**src/rtl/ped_audio_gen.sv**
```systemverilog
// Accessible pedestrian signal audio stage: rapid burst tone during WALK,
// slow (mutable) locator tick during DON'T WALK, silence otherwise.
module ped_audio_gen #(
    parameter int TONE_HALF   = 2,
    parameter int WALK_ON     = 10,
    parameter int WALK_PERIOD = 25,
    parameter int LOC_ON      = 4,
    parameter int LOC_PERIOD  = 100
) (
    input  logic       clock,
    input  logic       reset,
    input  logic       walk,
    input  logic       no_walk,
    input  logic       mute,
    output logic       spk,
    output logic       env,
    output logic [1:0] mode
);

    typedef enum logic [1:0] {
        IDLE   = 2'b00,
        LOCATE = 2'b01,
        WALK   = 2'b10
    } state_t;

    localparam logic [15:0] WALK_LAST = 16'(WALK_PERIOD - 1);
    localparam logic [15:0] LOC_LAST  = 16'(LOC_PERIOD - 1);
    localparam logic [15:0] WALK_ONW  = 16'(WALK_ON);
    localparam logic [15:0] LOC_ONW   = 16'(LOC_ON);
    localparam logic [15:0] TONE_LAST = 16'(TONE_HALF - 1);

    state_t      state_q, state_d;
    logic [15:0] phase_q, phase_d;
    logic [15:0] tcnt_q, tcnt_d;
    logic        tone_q, tone_d;
    logic        state_change;
    logic        burst;

    always_comb begin
        state_d = IDLE;
        if (walk) begin
            state_d = WALK;
        end else if (no_walk && !mute) begin
            state_d = LOCATE;
        end
        state_change = (state_d != state_q);

        // Any state change restarts the pattern so the first burst is full length
        phase_d = '0;
        if (!state_change) begin
            case (state_q)
                WALK:    phase_d = (phase_q == WALK_LAST) ? 16'd0 : phase_q + 16'd1;
                LOCATE:  phase_d = (phase_q == LOC_LAST) ? 16'd0 : phase_q + 16'd1;
                default: phase_d = '0;
            endcase
        end

        burst = ((state_q == WALK) && (phase_q < WALK_ONW)) ||
                ((state_q == LOCATE) && (phase_q < LOC_ONW));

        tcnt_d = '0;
        tone_d = 1'b0;
        if (burst && !state_change) begin
            if (tcnt_q == TONE_LAST) begin
                tone_d = ~tone_q;
            end else begin
                tcnt_d = tcnt_q + 16'd1;
                tone_d = tone_q;
            end
        end
    end

    always_ff @(posedge clock) begin
        if (reset) begin
            state_q <= IDLE;
            phase_q <= '0;
            tcnt_q  <= '0;
            tone_q  <= 1'b0;
        end else begin
            state_q <= state_d;
            phase_q <= phase_d;
            tcnt_q  <= tcnt_d;
            tone_q  <= tone_d;
        end
    end

    // Gating with burst keeps a stale tone from leaking past the envelope edge
    assign spk  = tone_q & burst;
    assign env  = burst;
    assign mode = state_q;

endmodule

```
**config.mk**
```make
export PLATFORM = sky130hd
export DESIGN_NAME = ped_audio_gen
export DESIGN_NICKNAME = d
export VERILOG_FILES = /design/src/rtl/ped_audio_gen.sv
export SDC_FILE = /design/constraint.sdc
export NUM_CORES = 1
export LEC_CHECK = 0
export CAP_MARGIN = 5
export CORE_MARGIN = 2
export CORE_UTILIZATION = 38
export CTS_BUF_LIST = sky130_fd_sc_hd__clkbuf_8
export DETAILED_ROUTE_END_ITERATION = 8
export GPL_TIMING_DRIVEN = 0
export PLACE_DENSITY_LB_ADDON = 0.1
export SYNTH_ARGS = -nofsm -noshare
export SYNTH_HDL_FRONTEND = slang
export SYNTH_SLANG_ARGS = --single-unit
```
**constraint.sdc**
```tcl
create_clock -name clock -period 2.55 [get_ports clock]
set_clock_uncertainty 0.1 [all_clocks]
set_input_delay 0.51 -clock clock [delete_from_list [all_inputs] [get_ports clock]]
set_output_delay 0.51 -clock clock [all_outputs]
set_load 0.1 [all_outputs]
```
=== Word level (Yosys, flattened, before mapping) ===
Index checks and enable logic that the tools add are counted.

* Output and inout port bits: 4
* Memories kept: 0
* Bits in writable memories: 0
* Word-level logic and storage cells: 32
* Bits in latches: 0
* Input port bits: 5
* Bits in read-only memories: 0
* Register bits: 35

* $add $sub $neg: 2
* Multipliers: 0
* Equality and inequality tests: 6
* Bitwise operators: 3
* Order comparisons: 2
* Reduce and logical (&&, ||, !) cells: 10
* Divide/modulo/power cells: 0
* Shift operators: 0
* Multiplexer cells: 5

{| class="wikitable"
|+ Operators by type and width
! cell !! count
|-
| $add A16 B1 Y16 const B || 2
|-
| $mux W16 || 2
|-
| $pmux W16 S2 || 1
|-
| $eq A16 B1 Y1 const B || 1
|-
| $eq A16 B5 Y1 const B || 1
|-
| $eq A16 B7 Y1 const B || 1
|-
| $lt A16 B3 Y1 const B || 1
|-
| $lt A16 B4 Y1 const B || 1
|-
| $logic_and A1 B1 Y1 || 4
|-
| $reduce_or A2 Y1 || 2
|-
| $reduce_or A3 Y1 || 1
|-
| $eq A2 B1 Y1 const B || 1
|-
| $eq A2 B2 Y1 const B || 1
|-
| $logic_not A1 Y1 || 2
|-
| $mux W2 || 1
|-
| $ne A2 B2 Y1 || 1
|-
| $not A1 Y1 || 2
|-
| $and A1 B1 Y1 || 1
|-
| $logic_or A1 B1 Y1 || 1
|-
| $mux W1 || 1
|}

=== Logic depth before layout (Yosys ltp) ===
Gate-level depths: netlist of the first run.

* Depth after elaboration: 9
* Mapped depth: 8
* Gate-level depth less buffers: 7

=== Least setup slack after synthesis of the first run ===
No wires, ideal clock.

* Path kind: register to output
* Start point: register state_q[1] (netlist: mode[1])
* End point: output port spk
* Required time: 1.940 ns
* Path slack: -0.976 ns
* Data arrival time: 2.916 ns
* Stages on the path, launching flop included: 6
* Cell sequence: dfxtp_1 -> ha_1 -> or2b_2 -> a21oi_1 -> o2111a_2 -> and2_2

* Word-level cells in the longest chain between the ends: 4
* Elaborated cells on any way between the ends: 6

{| class="wikitable"
|+ RTL lines
! what !! line !! text
|-
| from (decl) || 32 || <nowiki>state_t state_q, state_d;</nowiki>
|-
| from (signal assigned) || 80 || <nowiki>state_q <= state_d;</nowiki>
|-
| $eq A2 B2 Y1 or $eq A2 B1 Y1 (tied branches) || 58, 59 ||
|-
| $logic_and A1 B1 Y1, on equally long branches || 58, 59 ||
|-
| $logic_or A1 B1 Y1 * || 58 || <nowiki>burst = ((state_q == WALK) && (phase_q < WALK_ONW)) ||</nowiki>
|-
| net env || 16 || <nowiki>output logic env,</nowiki>
|-
| $and A1 B1 Y1 * || 88 || <nowiki>assign spk = tone_q & burst;</nowiki>
|-
| to (decl) || 15 || <nowiki>output logic spk,</nowiki>
|}

Mark *: on every way through the listed nets, which the timed path passes. The rest lies on a longest branch.

=== Worst setup path in the final report of the first run ===
* Start point: register phase_q[8]
* End point: output port spk

* Word-level cells in the longest chain between the ends: 4
* Elaborated cells on any way between the ends: 6

{| class="wikitable"
|+ RTL lines
! what !! line !! text
|-
| from (decl) || 33 || <nowiki>logic [15:0] phase_q, phase_d;</nowiki>
|-
| from (signal assigned) || 81 || <nowiki>phase_q <= phase_d;</nowiki>
|-
| $lt A16 B4 Y1 or $lt A16 B3 Y1 (tied branches) || 58, 59 ||
|-
| $logic_and A1 B1 Y1, on equally long branches || 58, 59 ||
|-
| $logic_or A1 B1 Y1 * || 58 ||
|-
| $and A1 B1 Y1 * || 88 ||
|}

Mark *: on every way between the ends. The rest lies on a longest branch, timed or not.

==> out/results.ini, run 1 <==
[timing]
fin_crit_ps=2500
report.final.setup_viol=0
setup_ws_ps=54.6
fin_tns_setup_ps=0
fmax_mhz=401
relSlewSlack_pct=35.3
tightest_slew_ps=968
finalHoldViolations=0
fin_crit_sh_pct=97.9
hold_ws_ps=375
rsz0062_at_grt=no
drv_slew=0

[route]
viasPerCell=4.95
drt-pass1-iter-count=5
drc_errors=0
wl_mm=3.18
vias=1321
wl_per_cell_um=11.9
ant_nets=0
drt_iter0_drc=59

[critical_path]
crit_cells=5
rr_startpoint=phase_q[8]$_SDFF_PP0_
r2r_setup_slack_ps=450
reg2reg_to=phase_q[11]$_SDFF_PP0_
endpoint_kind=primary output
path_max_fanout=5
crit_required_ps=1940
rr_worst_depth=7
path_cells=or4_4, nor2_4, o2111a_2, and2_4, buf_12
cpPeakStageDelay_ps=540
cp-endpoint=spk
setup.worst_path.start=phase_q[8]$_SDFF_PP0_
arrival_ps=1890
criticalPathCategory=reg2out
start_kind=flip-flop
cp_num_buf_inv=1
cp_top_family=simple AND/OR/NAND/NOR gates
cpMaxStageDelayCell=or4_4

[placement]
dp.cells=257
hpwl_mm=2.35
io_buffer_count=8
pre_cts_ws_ps=-668
routabilityCongestion=0.786

[layout]
layout_common_cells=32 x dfxtp_1, 29 x nor2_1, 22 x xnor2_1, 13 x inv_1
final_common_cell=dfxtp_1
drive_gt1_share_pct=18.6
layout.nets=225
antenna-diode-count=0
stdcell_count=267
fillers=444
syn2layout_area_growth_pct=17.3

[cts]
numCtsBuffers=5
cts_root_buffer=clkbuf_8
clock-sinks=35
cts_tree=yes
cts.path.max_buffers=2
cts_hold_buf=0
clk_latency_ps=280
path_clk_slew_ps=70
htreeDepth=2

[power]
ir_worst_vdd_mv=0.271
p_per_area_mw_per_mm2=486
leakage_nw=0.635
finalPower_w=0.000997

[synth]
synth_area_mm2=0.00175
yosys.area_share.simple_pct=31.0
ys_seq_elements=35
synth_edf_count=0
ys_async_sr_fraction_pct=0
ys.flop_type=dfxtp_1
syn_area_per_cell_um2=8.89
synthXorXnorAreaFrac_pct=15.0
synth_top_family_by_area=simple AND/OR/NAND/NOR gates
yosysWarnings=0
synthAdderAreaFrac_pct=4.29
synth_compound_area_share_pct=4.15
synthMuxAreaShare_pct=0
ys_seq_area_share_pct=40.0
syn_inst=197
synth_fp_nets=208
synth_cell_types=35

[global_route]
grt_pass1_vias=1276
gr-total-overflow=0
grt_max_degree=11
grt_pass1_wl_mm=5.63
antenna_found_initial=0
grt_util_all_layers_pct=14.0

[floorplan]
die_y_um=71.9
fp-row-count=24
initial_core_util_pct=39.9
coreArea_mm2=0.00438
io-pin-count=9
die_x_um=71.9
dieArea_mm2=0.00517

[min_path]
hp-start=phase_q[0]$_SDFF_PP0_
hold_path_class=reg2reg

[flow_run]
drv_cap=0

[run_status]
status=completed

-- cell families (layout without fill, tap and decap cells) --
logic type                 Yosys count  after routing
buffers and inverters               18             36
AOI/OAI and AO/OA                    6              6
and+or+nand+nor                    102            102
adders and majority gates            6              6
xor gates and xnor gates            30             30
DFF                                 35             35
-- cell type report --
type	count	area (um^2)	area share (%)
Multi-Input combinational cell	144	997	48.6
Tap cell	52	65.1	3.17
Inverter	13	48.8	2.38
Clock inverter	3	11.3	0.548
Buffer	5	47.5	2.32
Timing Repair Buffer	10	103	5.00
Sequential cell	35	712	34.7
Clock buffer	5	68.8	3.35
-- state kept, by name, indices dropped and copies added, names as in the netlist --
name and flops:
tone_q 1, tcnt_q 16, mode 2, phase_q 16
-- layer usage --
| metal | up-vias | GRT usage, % | share of wire, % | wire, um |
|---|---|---|---|---|
| met5 | - | 0 | 0 | 0 |
| met4 | 0 | 5.24 | 1.5 | 49 |
| met3 | 6 | 4.22 | 2.3 | 73 |
| met2 | 6 | 23.8 | 50 | 1590 |
| met1 | 615 | 16.5 | 46 | 1470 |
| li1 | 694 | - | - | - |
-- where the power goes --
group,internal (W),switching [W],total [W]
logic,0.0000274,0.0000439,0.0000713
registers,0.000547,0.00000434,0.000551
clock network,0.000182,0.000193,0.000375
total,0.000756,0.000241,0.000997
-- stage by stage --
stage          util [%]  instance area [um^2]
2_1_floorplan         -                  1790
3_3_place_gp       44.2                  1940
3_5_place_dp       44.2                  1940
4_1_cts            46.4                  2030
5_1_grt            46.8                  2050
6_report           46.8                  2050
-- what timing repair did --
| action | 4_1_cts | 5_1_grt |
|---|---|---|
| pin swaps | 1 | 1 |
| buffers inserted | 1 | 1 |
| endpoints found under the setup margin | 2 | 2 |
| gates resized for setup | 15 | 4 |
| cloned | 0 | 0 |
-- synthesized netlist by cell type (all sizes together) (2+ instances only) --
| cell type | n | area [um^2] |
|---|---|---|
| and3 | 3 | 20.0 |
| and4 | 2 | 17.5 |
| buf | 3 | 30.0 |
| clkbuf | 2 | 17.5 |
| dfxtp | 35 | 701 |
| ha | 6 | 75.1 |
| inv | 13 | 48.8 |
| nand2 | 12 | 45.0 |
| nand3 | 13 | 77.6 |
| nand4 | 4 | 25.0 |
| nor2 | 40 | 183 |
| nor3 | 12 | 60.1 |
| nor4 | 6 | 37.5 |
| nor4b | 2 | 17.5 |
| or2b | 2 | 17.5 |
| xnor2 | 22 | 193 |
| xor2 | 8 | 70.1 |
-- how the worst min path moves through the flow --
stage | endpoint | slack (ps) | cells after the start
2_1_floorplan | phase_q[0]$_SDFF_PP0_ | 330 | 1
3_3_place_gp | phase_q[0]$_SDFF_PP0_ | 340 | 1
3_5_place_dp | phase_q[0]$_SDFF_PP0_ | 350 | 1
4_1_cts | phase_q[0]$_SDFF_PP0_ | 370 | 1
5_1_grt | tcnt_q[0]$_SDFF_PP0_ | 400 | 1
6_report | phase_q[0]$_SDFF_PP0_ | 380 | 1
-- worst register-to-register path: cells and delay by family, from the launching register on --
family / cells / cell delay, ps
simple gates: 3 / 740
compound gates: 2 / 470
flops: 1 / 360
buf+inv: 2 / 320
Note: power is estimated with default switching activity, not from simulation.
==> run 2: changes to the inputs <==
==> constraint.sdc (replaced) <==
create_clock -name clock -period 2.55 [get_ports clock]
set_clock_uncertainty 0.1 [all_clocks]
set_input_delay 0.3825 -clock clock [delete_from_list [all_inputs] [get_ports clock]]
set_output_delay 0.3825 -clock clock [all_outputs]
set_load 0.1 [all_outputs]
==> out/results.ini, run 2 (same netlist as run 1, synthesis figures left out) <==
[power]
seqPwrFrac_pct=55.4  ; about the same
leakage_nw=0.623  ; -1.8%
comb_power_share_pct=6.9  ; -0.2 points
clkPwrFrac_pct=37.7  ; about the same
ir_worst_vdd_mv=0.271  ; about the same
power.switching_w=0.000241  ; +0.16%
p_per_area_mw_per_mm2=493  ; +1.6%
sw_frac_of_total_pct=24.2  ; +0.046 points
internal_power_w=0.000756  ; about the same

[floorplan]
die_y_um=71.9  ; unchanged
dieArea_mm2=0.00517  ; unchanged
die_x_um=71.9  ; unchanged
io-pin-count=9  ; unchanged
coreArea_mm2=0.00438  ; unchanged
initial_core_util_pct=39.9  ; unchanged
fp-row-count=24  ; unchanged

[cts]
clock-sinks=35  ; unchanged
cts_root_buffer=clkbuf_8
htreeDepth=2  ; unchanged
cts_tree=yes
cts_hold_buf=0  ; unchanged
path_clk_slew_ps=70  ; about the same
cts.path.max_buffers=2  ; unchanged
numCtsBuffers=5  ; unchanged
clk_latency_ps=280  ; about the same

[placement]
hpwl_mm=2.35  ; unchanged
pre_cts_ws_ps=-540  ; +128 ps
routabilityCongestion=0.786  ; unchanged
io_buffer_count=8  ; unchanged

[global_route]
grt_pass1_vias=1274  ; -0.16%
grt_max_degree=11  ; unchanged
antenna_found_initial=0  ; unchanged
grt_pass1_wl_mm=5.63  ; unchanged
gr-total-overflow=0  ; unchanged
grt_util_all_layers_pct=14.0  ; unchanged

[critical_path]
path_max_fanout=5  ; unchanged
cp_num_buf_inv=1  ; unchanged
path_cells=or4_1, nor2_2, o2111a_2, and2_4, buf_8
endpoint_kind=primary output
cp_top_family=simple AND/OR/NAND/NOR gates
criticalPathCategory=reg2out
start_kind=flip-flop
crit_required_ps=2070  ; +130 ps
cpMaxStageDelayCell=or4_1
cpPeakStageDelay_ps=540  ; about the same
arrival_ps=2000  ; +110 ps

[route]
wl_mm=3.16  ; -0.57%
drc_errors=0  ; unchanged
wl_per_cell_um=11.9  ; +0.18%
drt_iter0_drc=68  ; +15%
viasPerCell=4.97  ; +0.45%
ant_nets=0  ; unchanged
drt-pass1-iter-count=4  ; -1
vias=1317  ; -0.30%

[timing]
relSlewSlack_pct=35.3  ; about the same
fmax_mhz=404  ; +0.71%
fin_crit_ps=2480  ; -17.6 ps
drv_slew=0  ; unchanged
finalHoldViolations=0  ; unchanged
tightest_slew_ps=968  ; -0.0233 ps
fin_crit_sh_pct=97.2  ; -0.69 points
rsz0062_at_grt=no
report.final.setup_viol=0  ; unchanged
setup_ws_ps=72.2  ; +17.6 ps

[layout]
antenna-diode-count=0  ; unchanged
syn2layout_area_growth_pct=15.4
drive_gt1_share_pct=16.9  ; -1.7 points
layout.nets=223  ; -0.89%
utilization_pct=46.1  ; -0.74 points
layout_common_cells=33 x dfxtp_1, 29 x nor2_1, 22 x xnor2_1, 13 x inv_1
final_common_cell=dfxtp_1

[min_path]
hold_path_class=reg2reg

[run_status]
status=completed

[flow_run]
drv_cap=0  ; unchanged

run 2: area by class of cell:
| class | count | area (um^2) |
|---|---|---|
| Buffer | 5 | 47.5 |
| Clock buffer | 5 | 68.8 |
| Clock inverter | 3 | 11.3 |
| Fill cell | 446 | 2360 |
| Inverter | 13 | 48.8 |
| Multi-Input combinational cell | 144 | 988 |
| Sequential cell | 35 | 708 |
| Tap cell | 52 | 65.1 |
| Timing Repair Buffer | 8 | 82.6 |
run 2: path summary, 6_finish.rpt:
path / from / endpoint / slack, ps / cells past startpoint
hold reg to reg: phase_q[0]$_SDFF_PP0_ / phase_q[0]$_SDFF_PP0_ / 370 / 1
hold / removal: phase_q[0]$_SDFF_PP0_ / phase_q[0]$_SDFF_PP0_ / 370 / 1
setup / recovery: phase_q[8]$_SDFF_PP0_ / spk / 70 / 5
setup reg to reg: phase_q[1]$_SDFF_PP0_ / phase_q[11]$_SDFF_PP0_ / 440 / 7
run 2: power groups by stage:
| stage | Sequential, W | Clock (W) | Combinational (W) |
|---|---|---|---|
| 5_1_grt | 0.000552 | 0.000413 | 0.0000741 |
| 4_1_cts | 0.000552 | 0.000387 | 0.0000703 |
| 6_report | 0.000552 | 0.000375 | 0.0000692 |
| 3_5_place_dp | 0.000565 | 0 | 0.0000706 |
| 2_1_floorplan | 0.000573 | 0 | 0.0000432 |
| 3_3_place_gp | 0.000564 | 0 | 0.0000702 |
run 2: repair_timing:
item                                    4_1_cts  5_1_grt
endpoints found under the setup margin        2        1
gates resized for setup                      13        1
buffers inserted                              0        0
gates cloned                                  0        0
run 2: worst reg2reg max path: cells and delay by family, from the launching register on:
kind	cells	cell delay, ps
buffers and inverters	1	200
flip-flops	1	400
adder cells (fa/ha/maj)	1	230
AND/OR/NAND/NOR	3	560
AO/OA/AOI/OAI	2	530
run 2: through the flow:
step | cell area (um^2) | hold slack, ps | setup TNS, ps | power [W] | std cells
5_1_grt | 2020 | 403 | 0 | 0.00104 | 265
2_1_floorplan | 1790 | 326 | -71.3 | 0.000616 | 197
3_5_place_dp | 1940 | 350 | -952 | 0.000635 | 257
3_3_place_gp | 1940 | 340 | -922 | 0.000635 | 257
4_1_cts | 2020 | 368 | 0 | 0.00101 | 265
6_report | 2020 | 369 | 0 | 0.000997 | 265
run 2: routing by layer:
metal,global-route usage [%],part of all wire (%),up-vias
met2,23.8,50,8
li1,-,-,688
met4,5.24,1.7,0
met3,4.22,2.4,7
met5,0,0,-
met1,16.5,46,614
==> run 3: changes to the inputs <==
- CTS_CLUSTER_SIZE: unset -> 10
- SKIP_CTS_REPAIR_TIMING: unset -> 1
==> out/results.ini, run 3 (same netlist as run 1, synthesis figures left out) <==
[floorplan]
io-pin-count=9  ; unchanged
dieArea_mm2=0.00517  ; unchanged
initial_core_util_pct=39.9  ; unchanged
coreArea_mm2=0.00438  ; unchanged
die_x_um=71.9  ; unchanged
die_y_um=71.9  ; unchanged
fp-row-count=24  ; unchanged

[route]
drc_errors=0  ; unchanged
drt-pass1-iter-count=4  ; unchanged
wl_per_cell_um=11.9  ; about the same
viasPerCell=4.97  ; unchanged
wl_mm=3.16  ; about the same
vias=1317  ; unchanged
ant_nets=0  ; unchanged
drt_iter0_drc=68  ; unchanged

[global_route]
grt_util_all_layers_pct=14.0  ; unchanged
gr-total-overflow=0  ; unchanged
grt_pass1_vias=1274  ; unchanged
use_met2_pct=23.8  ; unchanged
use_met1_pct=16.5  ; unchanged
antenna_found_initial=0  ; unchanged
top_usage_layer=met2
use_met3_pct=4.22  ; unchanged
grt_max_degree=11  ; unchanged
grt_pass1_wl_mm=5.63  ; unchanged

[critical_path]
criticalPathCategory=reg2out
arrival_ps=1990  ; about the same
path_cells=or4_1, nor2_2, o2111a_2, and2_4, buf_8
path_max_fanout=5  ; unchanged
cp_top_family=simple AND/OR/NAND/NOR gates
r2r_setup_slack_ps=440  ; about the same
start_kind=flip-flop
reg2reg_to=phase_q[11]$_SDFF_PP0_
endpoint_kind=primary output
cpPeakStageDelay_ps=540  ; about the same
rr_startpoint=phase_q[1]$_SDFF_PP0_
cp_num_buf_inv=1  ; unchanged
crit_required_ps=2070  ; about the same
cpMaxStageDelayCell=or4_1
rr_worst_depth=7  ; unchanged

[layout]
antenna-diode-count=0  ; unchanged
multi_input_area_um2=988  ; unchanged
utilization_pct=46.1  ; unchanged
layout_common_cells=33 x dfxtp_1, 29 x nor2_1, 22 x xnor2_1, 13 x inv_1
final_common_cell=dfxtp_1
syn2layout_area_growth_pct=15.4  ; unchanged
seq_area_um2=708  ; unchanged
drive_gt1_share_pct=16.9  ; unchanged
layout.nets=223  ; unchanged
fillers=446  ; unchanged

[run_status]
status=completed

[cts]
clk_latency_ps=280  ; about the same
htreeDepth=2  ; unchanged
cts_root_buffer=clkbuf_8
cts.path.max_buffers=2  ; unchanged
clock-sinks=35  ; unchanged
numCtsBuffers=5  ; unchanged
cts_tree=yes
path_clk_slew_ps=70  ; about the same

[power]
seqPwrFrac_pct=55.4  ; about the same
leakage_nw=0.623  ; about the same
sw_frac_of_total_pct=24.2  ; about the same
internal_power_w=0.000755  ; about the same
p_per_area_mw_per_mm2=493  ; about the same
clkPwrFrac_pct=37.7  ; about the same
power.switching_w=0.000241  ; about the same
ir_worst_vdd_mv=0.271  ; unchanged
comb_power_share_pct=6.9  ; about the same

[timing]
fmax_mhz=404  ; about the same
tightest_slew_ps=968  ; unchanged
fin_crit_ps=2480  ; -1.20 ps
relSlewSlack_pct=35.3  ; unchanged
rsz0062_at_grt=no
report.final.setup_viol=0  ; unchanged
fin_crit_sh_pct=97.1  ; about the same
finalHoldViolations=0  ; unchanged
drv_slew=0  ; unchanged
hold_ws_ps=369  ; +0.00200 ps

[min_path]
hold_path_class=reg2reg
min_to=phase_q[0]$_SDFF_PP0_
hold_depth=1  ; unchanged
hp-start=phase_q[0]$_SDFF_PP0_

[placement]
io_buffer_count=8  ; unchanged
hpwl_mm=2.35  ; unchanged
routabilityCongestion=0.786  ; unchanged

[flow_run]
drv_cap=0  ; unchanged

[run 3: cell count changes in the layout (fill, tap and decap cells not counted)]
| cell | previous run | this run |
|---|---|---|
| buf_4 | 2 | 1 |
| clkbuf_4 | 0 | 1 |
[run 3: layout make-up]
class | instances | area share (%)
Inverter | 13 | 2.41
Timing Repair Buffer | 8 | 4.09
Sequential cell | 35 | 35.0
Clock buffer | 5 | 3.41
Tap cell | 52 | 3.22
Buffer | 5 | 2.35
Clock inverter | 3 | 0.557
Multi-Input combinational cell | 144 | 48.9
[run 3: per-layer routing]
layer	wire (um)	share of wire, %	vias up
li1	-	-	688
met1	1450	46	614
met2	1580	50	8
met3	75	2.4	7
met4	54	1.7	0
met5	0	0	-
[run 3: stage by stage]
step / instances / total power [W] / area (um^2) / setup TNS (ps) / setup slack (ps)
final: 265 / 0.000996 / 2020 / 0 / 73.4
after global routing: 265 / 0.00104 / 2020 / 0 / 11.1
after CTS: 265 / 0.00101 / 2020 / -1600 / -863
after detailed placement: 257 / 0.000635 / 1940 / -952 / -540
after global placement: 257 / 0.000635 / 1940 / -922 / -523
after floorplan: 197 / 0.000616 / 1790 / -71.3 / -71.3
[run 3: power groups by stage]
stage	registers, W	logic (W)	clock network (W)
after CTS	0.000552	0.0000708	0.000387
after global placement	0.000564	0.0000702	0
after detailed placement	0.000565	0.0000706	0
final	0.000552	0.0000690	0.000375
after floorplan	0.000573	0.0000432	0
after global routing	0.000552	0.0000739	0.000413
[run 3: worst max path at each step]
stage | start | end | slack [ps] | cells past startpoint
floorplan | mode[1]$_SDFF_PP0_ | spk | -70 | 5
global placement | phase_q[8]$_SDFF_PP0_ | spk | -520 | 5
detailed placement | phase_q[8]$_SDFF_PP0_ | spk | -540 | 5
CTS | phase_q[8]$_SDFF_PP0_ | spk | -860 | 5
global route | phase_q[8]$_SDFF_PP0_ | spk | 10 | 5
finish | phase_q[8]$_SDFF_PP0_ | spk | 70 | 5
